**src/rtl/au_sequencer.sv**
```systemverilog
// Loads A then B onto the AU over the shared operand bus, strobes LoadR, then captures result/OVR/Cout.
// done pulses 2*SETUP_CYCLES+SETTLE_CYCLES+7 edges after start is sampled; start is ignored while busy.
module au_sequencer #(
    parameter int WIDTH         = 8,
    parameter int SETUP_CYCLES  = 1,
    parameter int SETTLE_CYCLES = 2
) (
    input  logic             CLK,
    input  logic             CLR,
    input  logic             start,
    input  logic             sub,
    input  logic [WIDTH-1:0] op_a,
    input  logic [WIDTH-1:0] op_b,
    input  logic [WIDTH-1:0] au_result,
    input  logic             au_ovr,
    input  logic             au_cout,
    output logic [WIDTH-1:0] BIT_Input,
    output logic             LoadA,
    output logic             LoadB,
    output logic             LoadR,
    output logic             ADDSUB,
    output logic             busy,
    output logic             done,
    output logic [WIDTH-1:0] result_q,
    output logic             ovr_q,
    output logic             cout_q
);

    localparam int CNT_MAX  = (SETUP_CYCLES > SETTLE_CYCLES) ? SETUP_CYCLES : SETTLE_CYCLES;
    localparam int CW       = (CNT_MAX > 1) ? $clog2(CNT_MAX) : 1;
    localparam int SETTLE_N = (SETTLE_CYCLES > 0) ? SETTLE_CYCLES : 1;

    localparam logic [CW-1:0] SETUP_LAST  = CW'(SETUP_CYCLES - 1);
    localparam logic [CW-1:0] SETTLE_LAST = CW'(SETTLE_N - 1);

    typedef enum logic [3:0] {
        S_IDLE,
        S_SETUP_A,
        S_STROBE_A,
        S_HOLD_A,
        S_SETUP_B,
        S_STROBE_B,
        S_HOLD_B,
        S_SETTLE,
        S_STROBE_R,
        S_HOLD_R,
        S_DONE
    } state_t;

    state_t             state_q, state_d;
    logic [CW-1:0]      cnt_q, cnt_d;
    logic [WIDTH-1:0]   a_q, b_q;
    logic               sub_q;
    logic               accept;

    logic [WIDTH-1:0]   bus_d;
    logic               load_a_d, load_b_d, load_r_d;
    logic               addsub_d, busy_d, done_d;

    assign accept = (state_q == S_IDLE) && start;

    always_ff @(posedge CLK or negedge CLR) begin
        if (!CLR) begin
            state_q <= S_IDLE;
            cnt_q   <= '0;
            a_q     <= '0;
            b_q     <= '0;
            sub_q   <= 1'b0;
        end else begin
            state_q <= state_d;
            cnt_q   <= cnt_d;
            if (accept) begin
                a_q   <= op_a;
                b_q   <= op_b;
                sub_q <= sub;
            end
        end
    end

    always_comb begin
        state_d = state_q;
        cnt_d   = cnt_q;
        case (state_q)
            S_IDLE: begin
                cnt_d = '0;
                if (start) state_d = S_SETUP_A;
            end
            S_SETUP_A: begin
                if (cnt_q == SETUP_LAST) begin
                    state_d = S_STROBE_A;
                    cnt_d   = '0;
                end else begin
                    cnt_d = cnt_q + CW'(1);
                end
            end
            S_STROBE_A: state_d = S_HOLD_A;
            S_HOLD_A:   state_d = S_SETUP_B;
            S_SETUP_B: begin
                if (cnt_q == SETUP_LAST) begin
                    state_d = S_STROBE_B;
                    cnt_d   = '0;
                end else begin
                    cnt_d = cnt_q + CW'(1);
                end
            end
            S_STROBE_B: state_d = S_HOLD_B;
            S_HOLD_B:   state_d = (SETTLE_CYCLES == 0) ? S_STROBE_R : S_SETTLE;
            S_SETTLE: begin
                if (cnt_q == SETTLE_LAST) begin
                    state_d = S_STROBE_R;
                    cnt_d   = '0;
                end else begin
                    cnt_d = cnt_q + CW'(1);
                end
            end
            S_STROBE_R: state_d = S_HOLD_R;
            S_HOLD_R:   state_d = S_DONE;
            S_DONE:     state_d = S_IDLE;
            default: begin
                state_d = S_IDLE;
                cnt_d   = '0;
            end
        endcase
    end

    // ADDSUB and busy assert on the accepting edge so they cover the whole operation.
    always_comb begin
        bus_d    = '0;
        load_a_d = 1'b1;
        load_b_d = 1'b1;
        load_r_d = 1'b1;
        addsub_d = sub_q;
        busy_d   = 1'b1;
        done_d   = 1'b0;
        case (state_q)
            S_IDLE: begin
                addsub_d = accept ? sub : 1'b0;
                busy_d   = accept;
            end
            S_SETUP_A, S_HOLD_A: bus_d = a_q;
            S_STROBE_A: begin
                bus_d    = a_q;
                load_a_d = 1'b0;
            end
            S_SETUP_B, S_HOLD_B, S_SETTLE, S_HOLD_R: bus_d = b_q;
            S_STROBE_B: begin
                bus_d    = b_q;
                load_b_d = 1'b0;
            end
            S_STROBE_R: begin
                bus_d    = b_q;
                load_r_d = 1'b0;
            end
            S_DONE: begin
                bus_d  = b_q;
                done_d = 1'b1;
            end
            default: begin
                addsub_d = 1'b0;
                busy_d   = 1'b0;
            end
        endcase
    end

    always_ff @(posedge CLK or negedge CLR) begin
        if (!CLR) begin
            BIT_Input <= '0;
            LoadA     <= 1'b1;
            LoadB     <= 1'b1;
            LoadR     <= 1'b1;
            ADDSUB    <= 1'b0;
            busy      <= 1'b0;
            done      <= 1'b0;
            result_q  <= '0;
            ovr_q     <= 1'b0;
            cout_q    <= 1'b0;
        end else begin
            BIT_Input <= bus_d;
            LoadA     <= load_a_d;
            LoadB     <= load_b_d;
            LoadR     <= load_r_d;
            ADDSUB    <= addsub_d;
            busy      <= busy_d;
            done      <= done_d;
            if (state_q == S_DONE) begin
                result_q <= au_result;
                ovr_q    <= au_ovr;
                cout_q   <= au_cout;
            end
        end
    end

endmodule

```
**config.mk**
```make
export PLATFORM = sky130hd
export DESIGN_NAME = au_sequencer
export DESIGN_NICKNAME = d
export VERILOG_FILES = /design/src/rtl/au_sequencer.sv
export SDC_FILE = /design/constraint.sdc
export NUM_CORES = 1
export LEC_CHECK = 0
export BUFFER_PORTS_ARGS = -buffer_cell sky130_fd_sc_hd__clkbuf_2
export CAP_MARGIN = 20
export CORE_MARGIN = 2
export CORE_UTILIZATION = 45
export DETAILED_ROUTE_END_ITERATION = 8
export PLACE_DENSITY = 0.73
export SLEW_MARGIN = 20
export SYNTH_ARGS = -nofsm -noshare
export SYNTH_HDL_FRONTEND = slang
export SYNTH_SLANG_ARGS = --single-unit
```
**constraint.sdc**
```tcl
create_clock -name CLK -period 1.49 [get_ports CLK]
set_clock_uncertainty 0.2 [all_clocks]
set_input_delay 0.149 -clock CLK [delete_from_list [all_inputs] [get_ports CLK]]
set_output_delay 0.149 -clock CLK [all_outputs]
set_load 0.03 [all_outputs]
```
# After elaboration in Yosys (flattened, before gate mapping)
# Cells that the tools add are included.
[totals]
reg_bits = 46
in_bits = 30
output_inout_bits = 24
elab_cells = 54
[classes]
n_addsub = 1
n_eq_ne = 14
n_mux = 16
reduce_logical = 8
[ops]
columns = ["operator", "n"]
rows = [
  ["case mux 4 bit (10 select lines)", 1],
  ["== test 4 x 3 -> 1 bit (second input constant)", 4],
  ["2-to-1 mux 4 bit", 4],
  ["case mux 8 bit (2 select lines)", 1],
  ["OR reduction 7 bit", 2],
  ["== test 4 bit (second input constant)", 3],
  ["OR reduction 10 bit", 1],
  ["== test 4 x 2 -> 1 bit (second input constant)", 2],
  ["!= test 2 bit (second input constant)", 4],
  ["2-to-1 mux 1 bit", 7],
  ["== test 4 x 1 -> 1 bit (second input constant)", 1],
  ["zero test 4 bit", 1],
  ["case mux 1 bit (2 select lines)", 2],
  ["AND reduction 4 bit", 1],
  ["case mux 1 bit (3 select lines)", 1],
  ["OR reduction 3 bit", 1],
  ["OR reduction 2 bit", 1],
  ["adder 1 bit (second input constant)", 1],
  ["logical AND 1 bit", 1],
]

# Logic depth before layout (Yosys ltp)
# Gate-level depths: netlist of the first run.
[depth]
depth_word = 4
mapped_depth = 5
mapped_depth_nobuf = 3

# Worst setup path after synthesis of the first run
# No wires, ideal clock.
[synth_timing]
path_kind = "register -> register"
start = "register state_q[0]"
end = "register cout_q"
setup_ns = 0.125
arrival_ns = 1.273
required_time_ns = 1.165
setup_slack_ns = -0.107
path_stages_with_launch = 5
n_path_buf = 2
synth_period_minus_slack_ns = 1.597
cell_sequence = "dfrtp_1 > buf_6 > nor4_4 > buf_6 > mux2_2"
[synth_between]
elab_chain_len = 1
[synth_lines]
columns = ["element", "line_no", "text"]
rows = [
  ["start, declared", "50", "state_t state_q, state_d;"],
  ["start signal, assigned", "70", "state_q <= state_d;"],
  ["== test 4 bit", "185", "if (state_q == S_DONE) begin"],
  ["end signal, assigned", "188", "cout_q <= au_cout;"],
  ["end, declared", "26", "output logic cout_q"],
]
# Every way passes these cells.
# A chain may end at the register's enable or synchronous reset.

# Final worst setup path of the first run
[layout_timing]
start = "register state_q[1]"
end = "register result_q[0]"
[layout_between]
elab_chain_len = 1
[layout_lines]
columns = ["element", "line_no", "text"]
rows = [
  ["== test 4 bit", "185", ""],
  ["end signal, assigned", "186", "result_q <= au_result;"],
  ["end, declared", "24", "output logic [WIDTH-1:0] result_q,"],
]
# Every way passes these cells.

==> reports/results.ini, run 1 <==
[outcome]
status=complete, but fails checks
violations=negative setup slack

[placement]
portBuffers=53
place_inst=271
hpwl_mm=2.83
gp_congestion=0.779
placed_cell_area_sq_mm=0.00241

[pwr]
powerDensity_mw_per_mm2=2110
ir_drop_uv=925
p_leak_nw=1.34
p_total_mw=6.22

[clock_network]
cts_tree=built
root_buffer=clkbuf_8
path_clk_slew_ns=0.08
h-tree-depth=2
clock_latency_ns=0.30
cts_buffers=5
cts_sinks=46
clockBufferDepth=2

[global_routing]
antenna_found_initial=0
grt_pass1_vias=1684
grt_usage=0.197
grt_max_degree=22
overflow=0
grt_pass1_wl_mm=7.69

[layout]
final_cell_mix=clkbuf_2, dfrtp_1, dlygate4sd3_1, mux2_2, buf_4
nets=289
diodes=0
fin_area_sq_mm=0.00294
mostFrequentLayoutCell=clkbuf_2
stdcell_count=312
n_fill_cell=323
syn_to_final_growth_pct=44.5
drive_gt1_frac=0.496

[synthesis]
syn-num-nets=193
avgSynthCellArea_sq_um=12.5
synth_cell_types=36
ys_warn_count=0
syn_inst=163
synth-seq-cells=46
seq_area_frac_synth=0.567
syn_area_sq_mm=0.00204

[worst_setup_path]
cpLargestDelayFamily=flip-flops
end_kind=flip-flop
start_kind=flip-flop
startpoint=state_q[1]
worst-path-max-fanout=11
timing.rr.start=state_q[1]
cp_data_required_time_ns=1.48
crit_path_top_delay_cell=dfrtp_1
path_class=reg2reg
worstPathCellList=inv_4 -> nor4_4 -> buf_6 -> mux2_2
cp_num_buf_inv=2
crit_arrival_ns=1.56
slowest_delay_ns=0.39

[sta]
rsz0062_at_grt=yes
period_share=1.06
worstMarginPinSlew_ns=0.448
hold_viol=0
relSlewSlack=0.701
fmax_mhz=635
slew_violations=0
fin_ws_ns=-0.0850
finalSetupViolCount=28
min_period_ns=1.58
hold_slack_ns=0.114

[detailed_routing]
viasPerCell=5.23
final_antenna_net_count=0
detail_route.wl_per_cell_microns=15.1
route.detailed.drc=0
first_iter_violations=85
drt_wl_total_mm=4.71
vias=1633
first_pass_iters=4

[worst_hold_path]
hold_start=start
hp-class=in2reg

[run]
cap_violations=0

[floorplan]
core_area_sq_mm=0.00435
die_y_microns=71.3
io_pins=54
design.die.area_sq_mm=0.00508
rows=24
initial_utilization=0.468
die_w_microns=71.3

==> repair_timing <==
item	CTS	global route
setup buffers	1	1
resized for setup	9	26
hold buffers	28	0
setup endpoints to repair	41	42
hold endpoints to repair	71	0
pin swaps	1	0
gates cloned	3	0
==> flip-flops by register name (all words and copies together), names as in the netlist <==
signal	flops
ADDSUB	1
BIT_Input	8
LoadA	1
LoadB	1
LoadR	1
a_q	8
b_q	8
busy	1
cnt_q	1
cout_q	1
done	1
ovr_q	1
result_q	8
state_q	4
sub_q	1
==> worst reg2reg max path, stage by stage (launching register included) <==
cell	delay [ns]
dfrtp_1	0.39
inv_4	0.05
nor4_4	0.28
buf_6	0.19
mux2_2	0.35
==> path summary, 6_finish.rpt <==
kind | end | slack, ns | cells past startpoint
max in group asynchronous | state_q[3] | 0.43 | 3
hold / removal | busy | 0.11 | 3
min in group asynchronous | ovr_q | 0.13 | 2
setup / recovery | result_q[0] | -0.09 | 4
setup reg to reg | result_q[0] | -0.09 | 4
hold reg to reg | result_q[7] | 0.29 | 1
==> cell usage after synthesis (all sizes together) <==
master / instances / area share
nand3: 2 / 0.011
nor4: 2 / 0.014
and2: 8 / 0.025
a41o: 1 / 0.0049
nand2b: 3 / 0.0092
a21o: 1 / 0.0037
mux2: 27 / 0.15
dfrtp: 43 / 0.53
nor2: 4 / 0.012
a22oi: 2 / 0.0074
a311o: 1 / 0.0049
and3: 1 / 0.0031
or2: 1 / 0.0031
or3: 1 / 0.0031
nor3b: 2 / 0.0074
a32oi: 9 / 0.039
nor2b: 3 / 0.0092
clkbuf: 4 / 0.0074
inv: 2 / 0.0049
o211ai: 1 / 0.0037
o31ai: 1 / 0.0037
o21ai: 12 / 0.029
buf: 9 / 0.034
nand4: 1 / 0.0031
nor3: 1 / 0.0025
xnor2: 1 / 0.0043
dfstp: 3 / 0.039
a21oi: 5 / 0.012
nand2: 12 / 0.022
==> power breakdown <==
group,internal [mW],switching [mW]
clock,0.373,0.420
combinational,1.40,1.78
sequential,1.86,0.381
total,3.64,2.58
==> logic make-up after synthesis <==
group                  after synthesis  share of synthesized area
AO/OA/AOI/OAI                       33                      0.109
XOR/XNOR                             1                    0.00430
AND/OR/NAND/NOR                     41                      0.124
flip-flops                          46                      0.567
buffers and inverters               15                     0.0467
multiplexers                        27                      0.149
==> per-layer routing <==
| metal | GRT usage | part of all wire | vias to the layer above |
|---|---|---|---|
| met4 | 0.0755 | 0.014 | 0 |
| met3 | 0.0605 | 0.068 | 5 |
| met2 | 0.334 | 0.51 | 64 |
| met1 | 0.236 | 0.40 | 785 |
| li1 | - | - | 779 |
| met5 | 0 | 0 | - |
==> stage by stage <==
stage / setup TNS, ns / utilization / worst slack, ns
global placement: -2.79 / 0.555 / -0.104
detailed placement: -3.46 / 0.555 / -0.114
floorplan: -0.954 / - / -0.107
CTS: -2.24 / 0.656 / -0.0973
finish: -1.63 / 0.676 / -0.0850
global route: -3.71 / 0.676 / -0.158
==> layout make-up <==
class                      count  area [sq um]  area share
sequential                    46          1160       0.393
multi-input combinational    105           895       0.304
tap                           52          65.1      0.0221
clock inverter                 2          12.5     0.00425
inverter                       2          10.0     0.00340
timing repair buffer          99           721       0.245
clock buffer                   6          82.6      0.0281
Power figures use the tool's default switching activity.
==> run 2, diff against run 1 <==
--- a/config.mk
+++ b/config.mk
@@ -8,9 +8,9 @@
 export BUFFER_PORTS_ARGS = -buffer_cell sky130_fd_sc_hd__clkbuf_2
 export CAP_MARGIN = 20
 export CORE_MARGIN = 2
-export CORE_UTILIZATION = 45
+export CORE_UTILIZATION = 30
+export CTS_BUF_LIST = sky130_fd_sc_hd__clkbuf_8 sky130_fd_sc_hd__clkbuf_16
 export DETAILED_ROUTE_END_ITERATION = 8
-export PLACE_DENSITY = 0.73
 export SLEW_MARGIN = 20
 export SYNTH_ARGS = -nofsm -noshare
 export SYNTH_HDL_FRONTEND = slang
==> reports/results.ini, run 2 (same netlist as run 1, synthesis figures left out) <==
[outcome]
status=complete, but fails checks
violations=negative setup slack

[detailed_routing]
first_pass_iters=4
detail_route.wl_per_cell_microns=13.9
first_iter_violations=98
viasPerCell=4.71
route.detailed.drc=0
vias=1595
drt_wl_total_mm=4.70
final_antenna_net_count=0

[layout]
mostFrequentLayoutCell=clkbuf_2
diodes=0
nets=288
final_cell_mix=clkbuf_2, dfrtp_1, dlygate4sd3_1, mux2_2, buf_4
syn_to_final_growth_pct=45.0
drive_gt1_frac=0.471

[worst_setup_path]
cp_data_required_time_ns=1.48
crit_end=b_q[1]
crit_arrival_ns=1.56
startpoint=state_q[1]
slowest_delay_ns=0.41
cpLargestDelayFamily=flip-flops
path_class=reg2reg
end_kind=flip-flop
rrSetupSlack_ns=-0.08
timing.rr.end=b_q[1]
cp_num_buf_inv=1
worstPathCellList=buf_4 -> nor2_4 -> nand3_2 -> mux2_2
critical_path_depth=4
worst-path-max-fanout=4
rr_worst_depth=4
start_kind=flip-flop
crit_path_top_delay_cell=dfrtp_1
timing.rr.start=state_q[1]

[placement]
portBuffers=53
gp_congestion=0.775
hpwl_mm=2.95

[pwr]
power_switching_mw=2.55
powerDensity_mw_per_mm2=2070
switching_share=0.416
comb_power_share=0.513
clock_power_share=0.126
p_total_mw=6.13
ir_drop_uv=774
p_leak_nw=1.35
power_frac_seq=0.362
internal_power_mw=3.58

[clock_network]
cts_buffers=5
path_clk_slew_ns=0.09
clockBufferDepth=2
cts_tree=built
cts_sinks=46
clock_latency_ns=0.30
h-tree-depth=2
root_buffer=clkbuf_8

[global_routing]
grt_pass1_wl_mm=7.39
grt_pass1_vias=1503
antenna_found_initial=0
grt_max_degree=47
overflow=0
grt_usage=0.127

[sta]
fin_ws_ns=-0.0817
hold_viol=0
fin_setup_tns_ns=-1.82
relSlewSlack=0.826
period_share=1.05
slew_violations=0
finalSetupViolCount=28
min_period_ns=1.57
worstMarginPinSlew_ns=0.259
fmax_mhz=636
rsz0062_at_grt=yes

[run]
cap_violations=0

[floorplan]
core_area_sq_mm=0.00668
die_w_microns=86.4
io_pins=54
die_y_microns=86.4
rows=30
design.die.area_sq_mm=0.00746
initial_utilization=0.305

[worst_hold_path]
hp-class=in2reg
whs_path_depth=3
hold_start=start

run 2: cell types whose count changed in the layout (fill, tap and decap cells not counted), moves of 2 or more:
| cell | previous run | this run |
|---|---|---|
| buf_4 | 12 | 14 |
| nor2b_1 | 2 | 0 |
| mux2_2 | 22 | 15 |
| a32oi_2 | 3 | 0 |
| buf_6 | 4 | 2 |
| nor2b_2 | 1 | 3 |
| mux2_4 | 4 | 10 |
| a32oi_1 | 6 | 9 |
run 2: worst min-delay path by stage:
stage	endpoint	slack, ns
2_1_floorplan	ADDSUB	-0.35
3_3_place_gp	cnt_q	-0.04
3_5_place_dp	ovr_q	-0.04
4_1_cts	state_q[0]	0.12
5_1_grt	busy	0.15
6_report	state_q[0]	0.13
run 2: stage by stage:
stage	utilization	worst slack, ns	hold slack, ns	cell area (sq um)	cells
finish	0.442	-0.0817	0.130	2950	339
detailed placement	0.370	-0.133	-0.0391	2470	300
CTS	0.432	-0.101	0.125	2890	339
global route	0.442	-0.145	0.146	2950	339
global placement	0.370	-0.111	-0.0425	2470	300
floorplan	-	-0.107	-0.347	2040	163
run 2: worst min-delay path, cell delays in order:
cell,delay (ns)
clkbuf_2,0.22
o21ai_0,0.11
o211ai_1,0.10
run 2: power groups by stage:
stage | sequential (mW) | combinational (mW) | clock [mW]
final | 2.22 | 3.14 | 0.770
after global routing | 2.30 | 3.40 | 0.855
after CTS | 2.21 | 2.98 | 0.803
after detailed placement | 2.23 | 2.80 | 0
after global placement | 2.22 | 2.75 | 0
after floorplan | 2.72 | 1.46 | 0
run 2: area by class of cell:
| cell class | count | area (sq um) |
|---|---|---|
| Tap cell | 80 | 100 |
| Timing Repair Buffer | 99 | 713 |
| Clock inverter | 3 | 18.8 |
| Clock buffer | 5 | 68.8 |
| Multi-Input combinational cell | 104 | 887 |
| Fill cell | 631 | 3730 |
| Sequential cell | 46 | 1160 |
| Inverter | 2 | 10.0 |
run 2: what timing repair did:
item | in CTS | in global routing
resized for setup | 7 | 23
pin swaps | 0 | 2
endpoints found under the hold margin | 73 | 0
cloned | 2 | 0
buffers inserted | 1 | 0
hold buffers | 28 | 0
endpoints found under the setup margin | 40 | 41
run 2: per-layer routing:
layer  wire length (microns)  global-route usage
met1                    2170               0.168
met2                    2200               0.206
met5                       0                   0
met4                      58              0.0355
met3                     269              0.0362
==> run 3, diff against run 2 <==
==> constraint.sdc (replaced) <==
create_clock -name CLK -period 1.49 [get_ports CLK]
set_clock_uncertainty 0.2 [all_clocks]
set_input_delay 0.0745 -clock CLK [delete_from_list [all_inputs] [get_ports CLK]]
set_output_delay 0.0745 -clock CLK [all_outputs]
set_load 0.03 [all_outputs]
==> reports/results.ini, run 3 (same netlist as run 1, synthesis figures left out) <==
[detailed_routing]
first_iter_violations=87
detail_route.wl_per_cell_microns=14.3
final_antenna_net_count=0
route.detailed.drc=0
viasPerCell=4.72
vias=1608
drt_wl_total_mm=4.89
first_pass_iters=4

[layout]
stdcell_count=341
syn_to_final_growth_pct=47.7
drive_gt1_frac=0.471
diodes=0
mostFrequentLayoutCell=clkbuf_2
fin_area_sq_mm=0.00301
final_cell_mix=clkbuf_2, dfrtp_1, dlygate4sd3_1, mux2_2, buf_4
fin_util=0.450
nets=292

[sta]
finalSetupViolCount=27
worstMarginPinSlew_ns=0.407
slew_violations=0
fin_setup_tns_ns=-2.90
relSlewSlack=0.728
min_period_ns=1.64
fmax_mhz=611
fin_ws_ns=-0.147
rsz0062_at_grt=yes
period_share=1.10
hold_slack_ns=0.0424
hold_viol=0

[worst_hold_path]
hp-class=in2async

[worst_setup_path]
cp_num_buf_inv=3
crit_path_top_delay_cell=dfrtp_1
critical_path_depth=5
end_kind=flip-flop
worst-path-max-fanout=5
crit_arrival_ns=1.61
slowest_delay_ns=0.40
path_class=reg2reg
rr_worst_depth=5
start_kind=flip-flop
cpLargestDelayFamily=flip-flops
worstPathCellList=inv_4 -> nor4_4 -> buf_4 -> clkbuf_16 -> mux2_4
cp_data_required_time_ns=1.46

[placement]
hpwl_mm=3.00
portBuffers=53
gp_congestion=0.772
preCtsSetupSlack_ns=-0.132
place_inst=300
placed_cell_area_sq_mm=0.00247

[pwr]
ir_drop_uv=848
powerDensity_mw_per_mm2=2060
p_leak_nw=1.37
p_total_mw=6.20

[floorplan]
design.die.area_sq_mm=0.00746
initial_utilization=0.305
rows=30
die_w_microns=86.4
core_area_sq_mm=0.00668
die_y_microns=86.4
io_pins=54

[clock_network]
root_buffer=clkbuf_8
cts_tree=built
cts_sinks=46
clockBufferDepth=2
clock_latency_ns=0.29
h-tree-depth=2
path_clk_slew_ns=0.08
cts_buffers=5

[outcome]
violations=negative setup slack
status=complete, but fails checks

[global_routing]
overflow=0
grt_pass1_wl_mm=7.73
antenna_found_initial=0
grt_usage=0.133
grt_max_degree=33
grt_pass1_vias=1624

[run]
cap_violations=0

-- run 3: worst paths after layout --
kind,from,end,slack (ns)
setup / recovery,state_q[1],result_q[5],-0.15
hold / removal,CLR,result_q[0],0.04
setup reg to reg,state_q[1],result_q[5],-0.15
hold reg to reg,b_q[3],BIT_Input[3],0.30
max in group asynchronous,CLR,LoadR,0.48
min in group CLK,start,state_q[0],0.08
-- run 3: final cells by class --
type                            count  area [sq um]
Timing Repair Buffer              102           764
Multi-Input combinational cell    105           895
Inverter                            2          10.0
Sequential cell                    46          1160
Fill cell                         631          3670
Clock buffer                        6          82.6
Tap cell                           80           100
-- run 3: per-layer routing --
layer	vias up	global-route usage	wire length [microns]
met1	778	0.164	2190
met5	-	0	0
met2	48	0.234	2430
li1	780	-	-
met4	0	0.0298	24
met3	2	0.0333	245
-- run 3: worst reg2reg max path, stage by stage (launching register included) --
cell,delay [ns]
dfrtp_1,0.40
inv_4,0.05
nor4_4,0.25
buf_4,0.18
clkbuf_16,0.15
mux2_4,0.29
-- run 3: power by group --
part | switching, mW | leakage [nW] | total [mW] | internal (mW)
Clock | 0.379 | 0.0431 | 0.737 | 0.358
Sequential | 0.376 | 0.548 | 2.24 | 1.86
Combinational | 1.76 | 0.783 | 3.22 | 1.46
Total | 2.52 | 1.37 | 6.20 | 3.68
-- run 3: repair_timing --
action,4_1_cts,5_1_grt
cloned,2,2
gates resized for setup,13,15
pin swaps,1,5
buffers inserted,1,2
setup endpoints to repair,39,42
hold buffers,28,0
endpoints found under the hold margin,73,0
